==> src/rtl/reg_ctrl_pkg.sv <==
// rtl/reg_ctrl_pkg.sv - shared opcodes, FSM encoding and width default for reg_access_ctrl
package reg_ctrl_pkg;

    localparam int DATA_W_DEF = 8;

    localparam logic [2:0] OP_ADD = 3'b000;
    localparam logic [2:0] OP_SUB = 3'b001;
    localparam logic [2:0] OP_AND = 3'b010;
    localparam logic [2:0] OP_OR  = 3'b011;
    localparam logic [2:0] OP_MOV = 3'b100;
    localparam logic [2:0] OP_LDI = 3'b101;
    localparam logic [2:0] OP_NOT = 3'b110;
    localparam logic [2:0] OP_CMP = 3'b111;

    typedef enum logic [1:0] {
        ST_IDLE  = 2'd0,
        ST_READ  = 2'd1,
        ST_EXEC  = 2'd2,
        ST_WRITE = 2'd3
    } state_t;

endpackage

==> src/rtl/alu8.sv <==
// rtl/alu8.sv - combinational ALU computing d <- d op s with carry/borrow
module alu8
    import reg_ctrl_pkg::*;
#(
    parameter int DATA_W = DATA_W_DEF
) (
    input  logic [2:0]        op_i,
    input  logic [DATA_W-1:0] s_i,
    input  logic [DATA_W-1:0] d_i,
    input  logic [DATA_W-1:0] imm_i,
    output logic [DATA_W-1:0] result_o,
    output logic              carry_o
);

    logic [DATA_W:0] wide;

    // The extra top bit of the widened sum/difference is carry for ADD and borrow (d<s) for SUB/CMP.
    always_comb begin
        wide     = '0;
        result_o = '0;
        carry_o  = 1'b0;
        case (op_i)
            OP_ADD: begin
                wide     = {1'b0, d_i} + {1'b0, s_i};
                result_o = wide[DATA_W-1:0];
                carry_o  = wide[DATA_W];
            end
            OP_SUB, OP_CMP: begin
                wide     = {1'b0, d_i} - {1'b0, s_i};
                result_o = wide[DATA_W-1:0];
                carry_o  = wide[DATA_W];
            end
            OP_AND:  result_o = d_i & s_i;
            OP_OR:   result_o = d_i | s_i;
            OP_MOV:  result_o = s_i;
            OP_LDI:  result_o = imm_i;
            OP_NOT:  result_o = ~s_i;
            default: result_o = '0;
        endcase
    end

endmodule

==> src/rtl/reg_access_ctrl.sv <==
// rtl/reg_access_ctrl.sv - read/execute/write sequencer driving the 4-entry register group
module reg_access_ctrl
    import reg_ctrl_pkg::*;
#(
    parameter int DATA_W = DATA_W_DEF
) (
    input  logic              clk,
    input  logic              rst,
    input  logic              ins_valid,
    output logic              ins_ready,
    input  logic [2:0]        ins_op,
    input  logic [1:0]        ins_sr,
    input  logic [1:0]        ins_dr,
    input  logic [DATA_W-1:0] ins_imm,
    output logic [1:0]        rf_sr,
    output logic [1:0]        rf_dr,
    output logic              rf_we,
    output logic [DATA_W-1:0] rf_i,
    input  logic [DATA_W-1:0] rf_s,
    input  logic [DATA_W-1:0] rf_d,
    output logic              done,
    output logic [DATA_W-1:0] result,
    output logic              flag_c,
    output logic              flag_z
);

    state_t              state_q, state_d;
    logic [2:0]          op_q, op_d;
    logic [1:0]          sr_q, sr_d;
    logic [1:0]          dr_q, dr_d;
    logic [DATA_W-1:0]   imm_q, imm_d;
    logic [DATA_W-1:0]   s_q, s_d;
    logic [DATA_W-1:0]   d_q, d_d;
    logic [DATA_W-1:0]   result_q, result_d;
    logic                flag_c_q, flag_c_d;
    logic                flag_z_q, flag_z_d;
    logic [DATA_W-1:0]   alu_result;
    logic                alu_carry;

    alu8 #(.DATA_W(DATA_W)) u_alu (
        .op_i     (op_q),
        .s_i      (s_q),
        .d_i      (d_q),
        .imm_i    (imm_q),
        .result_o (alu_result),
        .carry_o  (alu_carry)
    );

    always_ff @(posedge clk or posedge rst) begin
        if (rst) begin
            state_q  <= ST_IDLE;
            op_q     <= '0;
            sr_q     <= '0;
            dr_q     <= '0;
            imm_q    <= '0;
            s_q      <= '0;
            d_q      <= '0;
            result_q <= '0;
            flag_c_q <= 1'b0;
            flag_z_q <= 1'b0;
        end else begin
            state_q  <= state_d;
            op_q     <= op_d;
            sr_q     <= sr_d;
            dr_q     <= dr_d;
            imm_q    <= imm_d;
            s_q      <= s_d;
            d_q      <= d_d;
            result_q <= result_d;
            flag_c_q <= flag_c_d;
            flag_z_q <= flag_z_d;
        end
    end

    always_comb begin
        state_d  = state_q;
        op_d     = op_q;
        sr_d     = sr_q;
        dr_d     = dr_q;
        imm_d    = imm_q;
        s_d      = s_q;
        d_d      = d_q;
        result_d = result_q;
        flag_c_d = flag_c_q;
        flag_z_d = flag_z_q;
        case (state_q)
            ST_IDLE: begin
                if (ins_valid) begin
                    op_d    = ins_op;
                    sr_d    = ins_sr;
                    dr_d    = ins_dr;
                    imm_d   = ins_imm;
                    state_d = ST_READ;
                end
            end
            ST_READ: begin
                s_d     = rf_s;
                d_d     = rf_d;
                state_d = ST_EXEC;
            end
            ST_EXEC: begin
                result_d = alu_result;
                flag_c_d = alu_carry;
                flag_z_d = (alu_result == '0);
                state_d  = (op_q == OP_CMP) ? ST_IDLE : ST_WRITE;
            end
            ST_WRITE: state_d = ST_IDLE;
            default:  state_d = ST_IDLE;
        endcase
    end

    // Strobes decode straight from state so reset removes rf_we without waiting for a clock.
    assign ins_ready = (state_q == ST_IDLE);
    assign rf_sr     = (state_q == ST_IDLE) ? 2'd0 : sr_q;
    assign rf_dr     = (state_q == ST_IDLE) ? 2'd0 : dr_q;
    assign rf_we     = (state_q == ST_WRITE);
    assign rf_i      = (state_q == ST_WRITE) ? result_q : '0;
    assign done      = (state_q == ST_WRITE) || ((state_q == ST_EXEC) && (op_q == OP_CMP));
    assign result    = result_q;
    assign flag_c    = flag_c_q;
    assign flag_z    = flag_z_q;

endmodule

==> config.mk <==
export PLATFORM = sky130hd
export DESIGN_NAME = reg_access_ctrl
export DESIGN_NICKNAME = d
export VERILOG_FILES = /design/src/rtl/reg_ctrl_pkg.sv /design/src/rtl/alu8.sv /design/src/rtl/reg_access_ctrl.sv
export SDC_FILE = /design/constraint.sdc
export NUM_CORES = 1
export LEC_CHECK = 0
export CORE_ASPECT_RATIO = 1.25
export CORE_UTILIZATION = 41
export CTS_CLUSTER_DIAMETER = 100
export DETAILED_ROUTE_END_ITERATION = 8
export HOLD_SLACK_MARGIN = 0.03
export PLACE_DENSITY_LB_ADDON = 0.3
export RECOVER_POWER = 25
export SETUP_SLACK_MARGIN = 0.02
export SLEW_MARGIN = 20
export SYNTH_ARGS = -nofsm -noshare
export SYNTH_HDL_FRONTEND = slang
export SYNTH_SLANG_ARGS = --single-unit
export TNS_END_PERCENT = 30
==> constraint.sdc <==
create_clock -name clk -period 2.1 [get_ports clk]
set_input_delay 0.315 -clock clk [delete_from_list [all_inputs] [get_ports clk]]
set_output_delay 0.315 -clock clk [all_outputs]
set_load 0.02 [all_outputs]
==> results of run 1 <==
==> synth_stat cells (all sizes together), types with 3 or more instances <==
cell	n
xnor2	8
nor3	4
o31ai	3
mux2	35
nand3	6
buf	12
clkbuf	7
a2bb2oi	5
a21oi	12
o221ai	3
inv	21
a31oi	5
ha	25
nand2b	8
mux2i	4
nor2b	9
a211oi	7
nor2	23
and3	10
and2	3
o21ai	17
o22ai	3
nand2	15
nor3b	3
o21a	5
dfrtp	43
==> kinds of logic (layout without fill, tap and decap cells) <==
kind of cell	count (synthesis)	in the layout	share of synthesized area, %
fa+ha+maj	27	27	11.0
xor+xnor	10	10	3.31
flops	43	43	33.5
simple gates	89	89	15.0
compound gates	77	77	17.5
mux	39	39	13.5
buf+inv	40	136	6.12
==> stage by stage <==
stage               instance area, um^2  cells  worst slack [ps]  hold WS [ps]  utilization, %
finish                             4410    513              -132           508            58.9
global route                       4410    513              -250           532            58.9
CTS                                4350    513             -85.3           464            58.1
detailed placement                 4210    503              -156           493            56.2
global placement                   4210    503              -119           478            56.2
floorplan                          3240    325              30.8           466               -
==> layer usage <==
metal  track usage, %  vias up  part of all wire, %
met5                0        -                    0
met1             26.5     1304                   43
met4             4.67        0                  1.0
met2             37.6       63                   53
li1                 -     1355                    -
met3             2.99        9                  3.0
==> state kept, by name, summed over array words and instances, names as in the netlist <==
| signal | cells |
|---|---|
| result | 8 |
| dr_q | 2 |
| state_q | 2 |
| s_q | 8 |
| sr_q | 2 |
| d_q | 8 |
| imm_q | 8 |
| flag_z | 1 |
| op_q | 3 |
| flag_c | 1 |
==> layout make-up <==
cell class / count / area share [%]
clock buffer: 6 / 1.65
tap: 92 / 2.61
inverter: 21 / 1.79
multi-input combinational: 242 / 46.9
clock inverter: 2 / 0.284
sequential: 43 / 24.5
timing repair buffer: 107 / 22.3
==> worst max-delay path by stage <==
stage,start,to,slack [ps],cells after the start
6_report,s_q[0],flag_z,-130,8
5_1_grt,d_q[0],flag_z,-250,9
4_1_cts,s_q[0],flag_z,-90,8
3_5_place_dp,d_q[2],result[7],-160,9
3_3_place_gp,s_q[0],result[7],-120,9
2_1_floorplan,s_q[0],flag_z,30,8
==> worst register-to-register path: stages, from the launching register on <==
cell and delay (ps):
dfrtp_2 450, ha_4 170, fa_2 370, o21bai_4 180, a21oi_4 90, and4b_1 210
o32ai_2 280, nand4_1 150, o41ai_2 230
==> what timing repair did <==
item                                    CTS  global route
endpoints found under the setup margin   11            13
hold endpoints to repair                  0             0
pin swaps                                 9             7
setup buffers                             2             0
gates resized for setup                  18            15
==> impl_metrics.toml, run 1 <==
[final_layout]
final_cell_mix = "clkdlybuf4s50_1 (56), buf_4 (45), dfrtp_1 (38)"
mostFrequentLayoutCell = "clkdlybuf4s50_1"
syn_to_final_growth_pct = 37.4
multi_input_area_um2 = 2070
nNetsFinal = 481
layout-drive-gt1-share_pct = 30.4
seq_area_um2 = 1080
fillers = 668
antenna_cells = 0

[place]
portBuffers = 58
place_congestion = 0.938
dp_hpwl_um = 6100

[global_route]
grt_max_degree = 44
track_usage_pct = 21.1
grt_remaining_overflow = 0
grt_pass1_vias = 2761
antenna_found_initial = 0
grt_pass1_wl_um = 13200

[sta]
slew_headroom_pct = 28.0
hold_viol = 0
worst_slew_pin_slew_ps = 1080
rsz0062_at_grt = "true"
max_freq_ghz = 0.448
fin_setup_tns_ps = -176
min_period_ps = 2230
timing.final.max_slew_violations = 0
fin_crit_sh_pct = 106
setup_violations = 3
fin_skew_ps = 5.09
setup_ws_ps = -132

[synthesis]
ys_types = 58
synth_area_um2 = 3210
ys_seq_elements = 43
yosys-top-cells-area = "dfrtp_1 (34%), mux2_2 (12%), ha_1 (9.7%)"
yosys.area.top_type = "dfrtp_1"
ys_seq_area_share_pct = 33.5
avgSynthCellArea_um2 = 9.88
yosys_warnings = 0
synth_edf_count = 0
syn_nets = 386
synth-main-ff-cell = "dfrtp_1"
netlist_instances = 325
yosysTopAreaCellShare_pct = 33.5
postSynth.asyncResetShare_pct = 100

[clocking]
tritoncts = "yes"
cts_buffer_depth = 2
clk_latency_ps = 300
cts_buffers = 5
holdBufCountCts = 0
cts_root_buf = "clkbuf_8"
ctsHtreeMaxLevel = 2
clkTransAtPathRegs_ps = 90
cts_sinks = 43

[setup_path]
cp_cell_sequence = "ha_4 > fa_2 > o21bai_4 > a21oi_4 > and4b_1 > o32ai_2 > nand4_1 > o41ai_2"
crit_buf_inv = 0
r2r_start = "s_q[0]"
slowest_delay_ps = 450
arrival_ps = 2430
rr_endpoint = "flag_z"
path_max_fanout = 4
critPathCaptureType = "flip-flop"
worstRegToRegCells = 8
reg2reg_setup_slack_ps = -130
crit_family = "compound AO/OA/AOI/OAI gates"
crit_type = "reg2reg"
cp_slowest_cell = "dfrtp_2"
start_kind = "flip-flop"
required_ps = 2300

[route]
wl_um = 7930
dr_total_vias = 2731
first_iter_violations = 94
via_per_inst = 5.32
drc = 0
wl_per_cell_um = 15.4
antenna_left = 0
dr.pass1.iters = 6

[hold_path]
holdPathStages = 1
hold_start = "dr_q[0]"
hold_end = "dr_q[0]"
hold_path.class = "reg2reg"

[die]
coreArea_um2 = 7490
die_height_um = 101
die_x_um = 81.2
rows = 35
floorplan.initialDensity_pct = 42.9
io_pins = 59
dieArea_um2 = 8190

[flow_run]
maxCapViolCount = 0

[outcome]
status = "finished, violations left"
violations = "negative setup slack"
Power of run 1 is not shown: default switching activity piles up to over one toggle a cycle in this logic, so the estimate is an artifact.
==> inputs of run 2 (changes only) <==
CORE_UTILIZATION = 48   (was 41)
==> impl_metrics.toml, run 2 (synthesis gave the netlist of run 1 again) <==
[outcome]
status = "finished, violations left"
violations = "negative setup slack"

[global_route]
track_usage_pct = 25.4
grt_max_degree = 44
grt_pass1_wl_um = 13100
grt_pass1_vias = 2669
grt_remaining_overflow = 0
antenna_found_initial = 0

[final_layout]
syn_to_final_growth_pct = 37.7
layout-drive-gt1-share_pct = 29.6
nNetsFinal = 485
antenna_cells = 0
final_cell_mix = "clkdlybuf4s50_1 (56), buf_4 (49), dfrtp_1 (39)"
mostFrequentLayoutCell = "clkdlybuf4s50_1"

[setup_path]
cp_slowest_cell = "dfrtp_2"
slowest_delay_ps = 420
crit_type = "reg2reg"
required_ps = 2290
critPathCaptureType = "flip-flop"
cpMostUsedCell = "o21a_1"
cp_cell_sequence = "inv_1 > ha_1 > a211oi_2 > buf_4 > nor2_1 > o21a_1 > o2bb2ai_1 > o21a_1 > mux2_2"
start_kind = "flip-flop"
arrival_ps = 2380
path_max_fanout = 5

[die]
die_height_um = 93.4
io_pins = 59
coreArea_um2 = 6330
floorplan.initialDensity_pct = 50.8
rows = 32
dieArea_um2 = 7020
die_x_um = 75.2

[place]
place_congestion = 0.918
place_ws_ps = -180
portBuffers = 58
dp_hpwl_um = 6410

[sta]
fin_crit_sh_pct = 104
rsz0062_at_grt = "true"
slew_headroom_pct = 26.9
min_period_ps = 2190
fin_skew_ps = 7.38
hold_viol = 0
max_freq_ghz = 0.457
worst_slew_pin_slew_ps = 1100
setup_ws_ps = -89.8
fin_setup_tns_ps = -265
setup_violations = 4
timing.final.max_slew_violations = 0

[route]
drc = 0
wl_um = 8360
dr.pass1.iters = 4
wl_per_cell_um = 16.4
first_iter_violations = 103
antenna_left = 0
dr_total_vias = 2761
via_per_inst = 5.41

[clocking]
holdBufCountCts = 0
cts_root_buf = "clkbuf_8"
clk_latency_ps = 300
tritoncts = "yes"
clkTransAtPathRegs_ps = 90
cts_buffer_depth = 2
ctsHtreeMaxLevel = 2
cts_sinks = 43
cts_buffers = 5

[flow_run]
maxCapViolCount = 0

[hold_path]
hold_path.class = "reg2reg"
-- run 2: changes by cell type in the layout (fill, tap and decap cells not counted), sizes merged --
| cell | delta |
|---|---|
| buf | +4 |
-- run 2: repair_timing --
action | in CTS | in global routing
setup buffers | 2 | 0
pin swaps | 12 | 8
setup endpoints to repair | 11 | 21
gates resized for setup | 12 | 16
-- run 2: worst max-delay path, delay by kind of cell (launching register included) --
kind	cells	cell delay [ps]
AOI/OAI and AO/OA	4	760
DFF	1	420
buffers and inverters	2	220
muxes	1	270
adders and majority gates	1	350
and+or+nand+nor	1	60
-- run 2: metal layers --
metal  track usage, %  routed length (um)  share of wire (%)
met4             7.72                 125                1.5
met2             45.5                4410                 53
met1             31.4                3570                 43
met5                0                   0                  0
met3             2.69                 258                3.1
-- run 2: path summary, 6_finish.rpt --
kind	startpoint	to	slack, ps	cells past startpoint
min	sr_q[1]	sr_q[1]	510	1
max in group asynchronous	rst	s_q[1]	560	3
max	s_q[1]	result[5]	-90	9
min reg2reg	sr_q[1]	sr_q[1]	510	1
max reg2reg	s_q[1]	result[5]	-90	9
min in group asynchronous	rst	imm_q[5]	810	3
-- run 2: cell type report --
type	count	area (um^2)
multi-input cells	242	2060
fillers	530	1900
flip-flops and latches	43	1080
repair buffers	111	1010
well taps	85	106
inverters	21	78.8
clock buffers	6	72.6
clock inverters	2	12.5
-- run 2: through the flow --
step           cell area [um^2]  utilization [%]  cells  hold slack, ps
6_report                   4420             69.9    510             506
5_1_grt                    4420             69.9    510             524
4_1_cts                    4370             69.0    510             387
3_5_place_dp               4240             67.0    500             488
3_3_place_gp               4240             67.0    500             477
2_1_floorplan              3240                -    325             466
Power of run 2 is left out for the same reason.
==> inputs of run 3 (changes only) <==
ABC_CLOCK_PERIOD_IN_PS = 2100   (was unset)
==> results of run 3 <==
No change in the layout: final DEF, timing and power equal those of run 2.
Power of run 3 is left out for the same reason.
